--- src/rtl/xor_share_arbiter.sv ---
// Purpose: round-robin arbiter sharing one N-bit XOR datapath among NREQ requesters.
// Latency: 1 cycle from request handshake to out_valid; sustains 1 result/cycle.
// Backpressure: out_ready=0 with a held result freezes all state; req_ready drops to zero.
//
// Ports:
//   clk, rst_n           clock (rising edge), async active-low reset
//   enable               gates new grants; a held result still drains
//   req_valid/req_ready  per-requester handshake (req_ready is one-hot or zero)
//   req_i0/req_i1        flattened operands, requester k at [k*N +: N]
//   out_valid/out_ready  result handshake; out = i0 ^ i1, out_id = winner index
// Optional build macro XOR_SHARE_GRANT_CNT_EN adds cnt_clr and grant_cnt
// (16-bit saturating handshake counters per requester, requester k at [k*16 +: 16]).
module xor_share_arbiter #(
  parameter int N    = 32,
  parameter int NREQ = 4,
  parameter int IDW  = 2
) (
  input  logic               clk,
  input  logic               rst_n,
  input  logic               enable,
  input  logic [NREQ-1:0]    req_valid,
  output logic [NREQ-1:0]    req_ready,
  input  logic [NREQ*N-1:0]  req_i0,
  input  logic [NREQ*N-1:0]  req_i1,
  output logic               out_valid,
  input  logic               out_ready,
  output logic [N-1:0]       out,
  output logic [IDW-1:0]     out_id
`ifdef XOR_SHARE_GRANT_CNT_EN
  ,
  input  logic               cnt_clr,
  output logic [NREQ*16-1:0] grant_cnt
`endif
);

  localparam int IDW1 = IDW + 1;

  typedef enum logic {
    ST_EMPTY = 1'b0,
    ST_FULL  = 1'b1
  } state_t;

  state_t           r_state;
  state_t           w_state_nxt;
  logic [N-1:0]     r_out;
  logic [IDW-1:0]   r_out_id;
  logic [IDW-1:0]   r_rr_ptr;

  logic             w_load;
  logic             w_hs;
  logic             w_found;
  logic [NREQ-1:0]  w_grant;
  logic [NREQ-1:0]  w_ready;
  logic [IDW-1:0]   w_gnt_idx;
  logic [IDW-1:0]   w_ptr_nxt;
  logic [IDW:0]     w_scan;
  logic [N-1:0]     w_xor;

  // Rotating priority scan: offset i from rr_ptr, wrapped modulo NREQ.
  // The extra bit in w_scan keeps the wrap correct for non power-of-two NREQ.
  always_comb begin
    w_grant   = '0;
    w_found   = 1'b0;
    w_gnt_idx = '0;
    w_scan    = '0;
    for (int i = 0; i < NREQ; i++) begin
      w_scan = {1'b0, r_rr_ptr} + IDW1'(i);
      if (w_scan >= IDW1'(NREQ)) begin
        w_scan = w_scan - IDW1'(NREQ);
      end
      if (!w_found && req_valid[w_scan[IDW-1:0]]) begin
        w_found                    = 1'b1;
        w_grant[w_scan[IDW-1:0]]   = 1'b1;
        w_gnt_idx                  = w_scan[IDW-1:0];
      end
    end
  end

  // Accepting while FULL is allowed when the held result leaves this cycle.
  assign w_load    = (r_state == ST_EMPTY) | out_ready;
  assign w_ready   = w_grant & {NREQ{w_load & enable}};
  assign w_hs      = |w_ready;
  assign req_ready = w_ready;

  assign w_xor     = req_i0[int'(w_gnt_idx) * N +: N] ^ req_i1[int'(w_gnt_idx) * N +: N];
  assign w_ptr_nxt = (w_gnt_idx == IDW'(NREQ - 1)) ? '0 : w_gnt_idx + IDW'(1);

  always_ff @(posedge clk or negedge rst_n) begin
    if (!rst_n) begin
      r_state <= ST_EMPTY;
    end else begin
      r_state <= w_state_nxt;
    end
  end

  always_comb begin
    w_state_nxt = r_state;
    if (w_load) begin
      w_state_nxt = w_hs ? ST_FULL : ST_EMPTY;
    end
  end

  // Result, ID and pointer only move on a handshake; a stall or enable=0 holds them.
  always_ff @(posedge clk or negedge rst_n) begin
    if (!rst_n) begin
      r_out    <= '0;
      r_out_id <= '0;
      r_rr_ptr <= '0;
    end else if (w_hs) begin
      r_out    <= w_xor;
      r_out_id <= w_gnt_idx;
      r_rr_ptr <= w_ptr_nxt;
    end
  end

  assign out_valid = (r_state == ST_FULL);
  assign out       = r_out;
  assign out_id    = r_out_id;

`ifdef XOR_SHARE_GRANT_CNT_EN
  logic [15:0] r_cnt [NREQ];

  // Clear has priority over a same-cycle handshake.
  always_ff @(posedge clk or negedge rst_n) begin
    if (!rst_n) begin
      for (int k = 0; k < NREQ; k++) begin
        r_cnt[k] <= '0;
      end
    end else if (cnt_clr) begin
      for (int k = 0; k < NREQ; k++) begin
        r_cnt[k] <= '0;
      end
    end else begin
      for (int k = 0; k < NREQ; k++) begin
        if (w_ready[k] && req_valid[k] && (r_cnt[k] != 16'hFFFF)) begin
          r_cnt[k] <= r_cnt[k] + 16'd1;
        end
      end
    end
  end

  for (genvar g = 0; g < NREQ; g++) begin : g_cnt_out
    assign grant_cnt[g*16 +: 16] = r_cnt[g];
  end
`endif

endmodule

--- config.mk ---
export PLATFORM = sky130hd
export DESIGN_NAME = xor_share_arbiter
export DESIGN_NICKNAME = d
export VERILOG_FILES = /design/src/rtl/xor_share_arbiter.sv
export SDC_FILE = /design/constraint.sdc
export NUM_CORES = 1
export LEC_CHECK = 0
export CORE_AREA = 5 5 115 117
export DETAILED_ROUTE_END_ITERATION = 7
export DIE_AREA = 0 0 120 122
export PLACE_DENSITY = 0.76
export SYNTH_ARGS = -nofsm -noshare
export SYNTH_HDL_FRONTEND = slang
export SYNTH_SLANG_ARGS = --single-unit
--- constraint.sdc ---
create_clock -name clk -period 6.67 [get_ports clk]
set_input_delay 1.334 -clock clk [delete_from_list [all_inputs] [get_ports clk]]
set_output_delay 1.334 -clock clk [all_outputs]
set_load 0.01 [all_outputs]
Word level (Yosys, flattened, before mapping)
Index checks and enable logic that the tools add are counted.

Bits in registers: 37. Latch bits: 0. Memory bits (writable): 0. ROM bits: 0. Bits of input ports: 264. Output and inout port bits: 39. Logic and storage cells: 79. Memories: 0.

Add/sub/neg operators: 8. Multipliers: 0. Divide/modulo/power cells: 0. Order comparisons: 12. Eq/ne operators: 1. Shifts and indexed selects: 2. Muxes and demuxes: 33. Bitwise logic cells: 8. Reduce and logical (&&, ||, !) cells: 11.

Operators with widths (number): indexed part select 128 x 8 -> 32 bit (2); XOR 32 bit (1); 2-to-1 mux 2 bit (9); 2-to-1 mux 4 bit (4); less-than comparator 2 x 3 -> 1 bit, second input constant (4); 2-to-1 mux 1 bit (12); OR 4 bit (3); >= comparator 3 bit, second input constant (3); binary-select mux 1 bit (select 2 bit) (4); demux 1 bit (select 2 bit) (4); >= comparator 2 x 1 -> 1 bit, second input constant (4); subtractor 2 x 1 -> 2 bit, second input constant (4); logical AND 1 bit (7); adder 2 x 2 -> 3 bit, second input constant (2); bitwise AND 4 bit (1); OR reduction 4 bit (1); adder 2 x 1 -> 3 bit, second input constant (1); >= comparator 2 x 3 -> 1 bit, second input constant (1); zero test 1 bit (3); adder 2 x 1 -> 2 bit, second input constant (1); equality test 2 bit, second input constant (1); bitwise AND 1 bit (1); inverter 1 bit (1); OR 1 bit (1).

Longest topological paths before layout
Word-level depth: 17. Mapped depth: 12. Gate-level depth less buffers: 9.

Worst setup path after synthesis
OpenSTA, ideal clock, no wires.

Path kind: in2out. Start: input req_valid[2]. End: output req_ready[0]. Data arrival time: 2646 ps. Required time: 5336 ps. Slack: 2690 ps. Stages on the path: 5. Path buffers: 0. Cell sequence: mux4_2 nor2b_4 a221oi_1 or2_2 a21oi_1.

Cells in the longest elaborated chain, start to end: 13. Elaborated cells on any way between the ends: 25. Classes of those cells: mux: 15; bitwise: 4; reduce/logical: 6.

RTL lines: start, declared (RTL line 21) `input logic [NREQ-1:0] req_valid,`; binary-select mux 1 bit (select 2 bit) (RTL line 71) `if (!w_found && req_valid[w_scan[IDW-1:0]]) begin`; 2-to-1 mux 1 bit (not written as such) (RTL line 71); 2-to-1 mux 1 bit (RTL line 71); zero test 1 bit (RTL line 71); logical AND 1 bit (RTL line 71); 2-to-1 mux 1 bit (RTL line 71); zero test 1 bit (RTL line 71); logical AND 1 bit (RTL line 71); 2-to-1 mux 1 bit (RTL line 71); zero test 1 bit (RTL line 71); logical AND 1 bit (RTL line 71); 2-to-1 mux 4 bit * (RTL line 71); bitwise AND 4 bit * (RTL line 81) `assign w_ready = w_grant & {NREQ{w_load & enable}};`; end, declared (RTL line 22) `output logic [NREQ-1:0] req_ready,`.

Every way passes the cells marked *; elsewhere a longest branch is shown, timed or not. The select of a mux whose other input is x is not followed.

Worst setup path in the final report
Start: input req_valid[3]. End: output req_ready[0].

The elaborated chain is that of the path after synthesis.

==> flow_metrics.py <==
metrics = {
    "status": {
        "outcome": "completed",
    },
    "floorplanning": {
        "die_x_um": 120,
        "rows": 41,
        "pin_count": 303,
        "initial_core_util": 0.313,
        "fp.coreArea_um2": 12300,
        "die_area_um2": 14600,
        "die_y_um": 122,
    },
    "detailed_routing": {
        "avgRoutedWirePerCell_um": 16.7,
        "ant_nets": 0,
        "routed_wl_mm": 14.9,
        "vias_per_cell": 4.87,
        "via_count": 4332,
        "drt-pass1-iter-count": 4,
        "initialDrtViolationCount": 234,
        "drc": 0,
    },
    "job": {
        "cap_viol_max_count": 0,
    },
    "clocking": {
        "cts_resized": 0,
        "clock-root-buffer": "clkbuf_16",
        "path_clk_slew_ns": 0.05,
        "numCtsBuffers": 5,
        "cts_setup_buffers": 0,
        "cts_sinks": 37,
        "cts_max_path_buffers": 2,
        "cts_tree": "done",
        "cts_hold_buffers": 0,
        "cts_htree_levels": 2,
        "clk-insertion-delay-late_ns": 0.28,
    },
    "grt": {
        "antenna_found_initial": 0,
        "grt_max_degree": 99,
        "grt_pass1_vias": 4486,
        "gr-usage-all-layers": 0.191,
        "grt_overflow": 0,
        "grt_pass1_wl_mm": 22.4,
    },
    "layout": {
        "diodes": 0,
        "final_util": 0.577,
        "mostFrequentLayoutCell": "clkdlybuf4s50_1",
        "drive_gt1_frac": 0.0257,
        "fill_cells": 1100,
        "mostFrequentLayoutCells": "301 x clkdlybuf4s50_1, 68 x nor2_1, 65 x xor2_1",
        "fin_nets": 1011,
        "stdcell_area_um2": 7070,
        "syn_to_final_growth_pct": 84.3,
    },
    "yosys": {
        "ys_top_cells_by_area": "dfrtp_1 24%, xor2_1 15%, xnor2_1 15%",
        "synth_edf_count": 0,
        "syn_avg_cell_area_um2": 8.36,
        "syn_nets": 730,
        "ys_types": 36,
        "synth_cells": 459,
        "synth_top_area_cell": "dfrtp_1",
        "synth-seq-cells": 37,
        "synth_seq_area_share": 0.241,
        "synthFlopType": "dfrtp_1",
        "netlist_area_um2": 3840,
        "async_reset_ff_frac": 1.00,
        "synth_top_area_share": 0.241,
        "yosys_warnings": 0,
    },
    "power": {
        "power.total_mw": 2.43,
        "power.leakage_nw": 2.71,
        "worst_ir_drop_vdd_mv": 0.220,
        "power.density_nw_per_um2": 344,
    },
    "timing": {
        "fin_setup_tns_ns": 0,
        "max_freq_mhz": 193,
        "fin_crit_sh": 0.779,
        "drv_slew": 0,
        "holdWs_ns": 0.525,
        "skew_ns": 0.00567,
        "tightest_slew_ns": 1.28,
        "period_needed_ns": 5.19,
        "hold_violations": 0,
        "rsz0062_at_grt": "no",
        "maxSlewHeadroom": 0.141,
        "setup_viol": 0,
    },
    "setup_path": {
        "critPathCaptureType": "output pin",
        "rrSetupSlack_ns": 2.28,
        "startpoint_type": "input port",
        "path_common_cell": "clkdlybuf4s50_1",
        "r2r_cells": 10,
        "path_buf_inv": 2,
        "required_ns": 5.34,
        "r2r_end": "out[25]",
        "r2r-start": "r_rr_ptr[0]",
        "critPathMaxFanout": 8,
        "crit_type": "in -> out",
        "cp_cell_sequence": "clkdlybuf4s50_1, mux4_2, nor2b_4, a221oi_1, or2_2, a21oi_1, clkdlybuf4s50_1",
        "critPathMaxStageDelay_ns": 0.63,
        "path_delay_family": "buffers and inverters",
        "cp_slowest_cell": "mux4_2",
        "cp.arrival_ns": 3.86,
    },
    "min_path": {
        "hold_path.class": "reg -> reg",
        "min_to": "out_id[1]",
        "min_from": "out_id[1]",
        "hold_depth": 2,
    },
    "placed_design": {
        "place_hpwl_mm": 12.4,
        "io_buffers": 302,
        "place.gp.congestion": 0.852,
        "dpl-instance-area_um2": 6930,
    },
}
-- cells in the mapped netlist, types with 2 or more instances --
library cell and number:
ha_1 7, or3_1 2, mux4_2 2, a221o_1 3
nor2_1 68, a21oi_1 4, o211ai_1 33, nand2_1 40
o21ai_0 3, xor2_1 65, inv_1 6, or2_2 2
nor3b_1 2, buf_6 3, clkbuf_1 15, dfrtp_1 37
buf_2 12, xnor2_1 64, a31oi_1 33, a211o_1 32
a221oi_1 2, mux2i_1 6, o21bai_1 2, o21ai_1 4
-- power breakdown --
part | internal, mW | total (mW) | switching, mW
Combinational | 0.830 | 1.77 | 0.938
Sequential | 0.346 | 0.429 | 0.0836
Clock | 0.147 | 0.235 | 0.0877
Total | 1.32 | 2.43 | 1.11
-- worst max-delay path by stage --
stage	start	end	slack [ns]	depth (start not counted)
after floorplan	req_valid[2]	req_ready[0]	2.69	5
after detailed placement	req_valid[3]	req_ready[0]	1.49	7
after CTS	req_valid[3]	req_ready[0]	1.49	7
after global placement	req_valid[3]	req_ready[0]	1.57	7
after global routing	req_valid[3]	req_ready[0]	1.40	7
final	req_valid[3]	req_ready[0]	1.48	7
-- registers in the layout, indices dropped and copies added (netlist names) --
register	flops
out_valid	1
r_rr_ptr	2
out	32
out_id	2
-- cell families (layout without fill, tap and decap cells) --
| kind of cell | after synthesis | in the layout | share of synthesized area |
|---|---|---|---|
| flip-flops | 37 | 37 | 0.241 |
| adder cells (fa/ha/maj) | 7 | 7 | 0.0228 |
| AO/OA/AOI/OAI | 122 | 122 | 0.239 |
| XOR/XNOR | 129 | 129 | 0.295 |
| AND/OR/NAND/NOR | 119 | 119 | 0.127 |
| buffers and inverters | 36 | 317 | 0.0450 |
| multiplexers | 9 | 9 | 0.0303 |
-- tightest hold or removal path: stages, from the launching register on --
cell and delay [ns]:
dfrtp_1 0.37, inv_1 0.06, o21ai_1 0.06
-- through the flow --
step | worst slack, ns | cells
6_report | 1.48 | 890
5_1_grt | 1.40 | 890
4_1_cts | 1.49 | 890
3_5_place_dp | 1.49 | 883
3_3_place_gp | 1.57 | 883
2_1_floorplan | 2.69 | 459
-- routing by layer --
| layer | routed length, µm | up-vias | global-route usage |
|---|---|---|---|
| met5 | 0 | - | 0 |
| met4 | 283 | 0 | 0.0508 |
| met3 | 1070 | 20 | 0.0501 |
| met2 | 7930 | 175 | 0.360 |
| met1 | 5610 | 1971 | 0.211 |
| li1 | - | 2166 | - |
-- cell type report --
cell class                 instances  area (µm²)  share of cell area
timing repair buffer             304        3030               0.429
multi-input combinational        386        2760               0.390
sequential                        37         926               0.131
tap                              150         188              0.0265
clock buffer                       7         143              0.0202
inverter                           6        22.5             0.00319
Power figures use the tool's default switching activity.
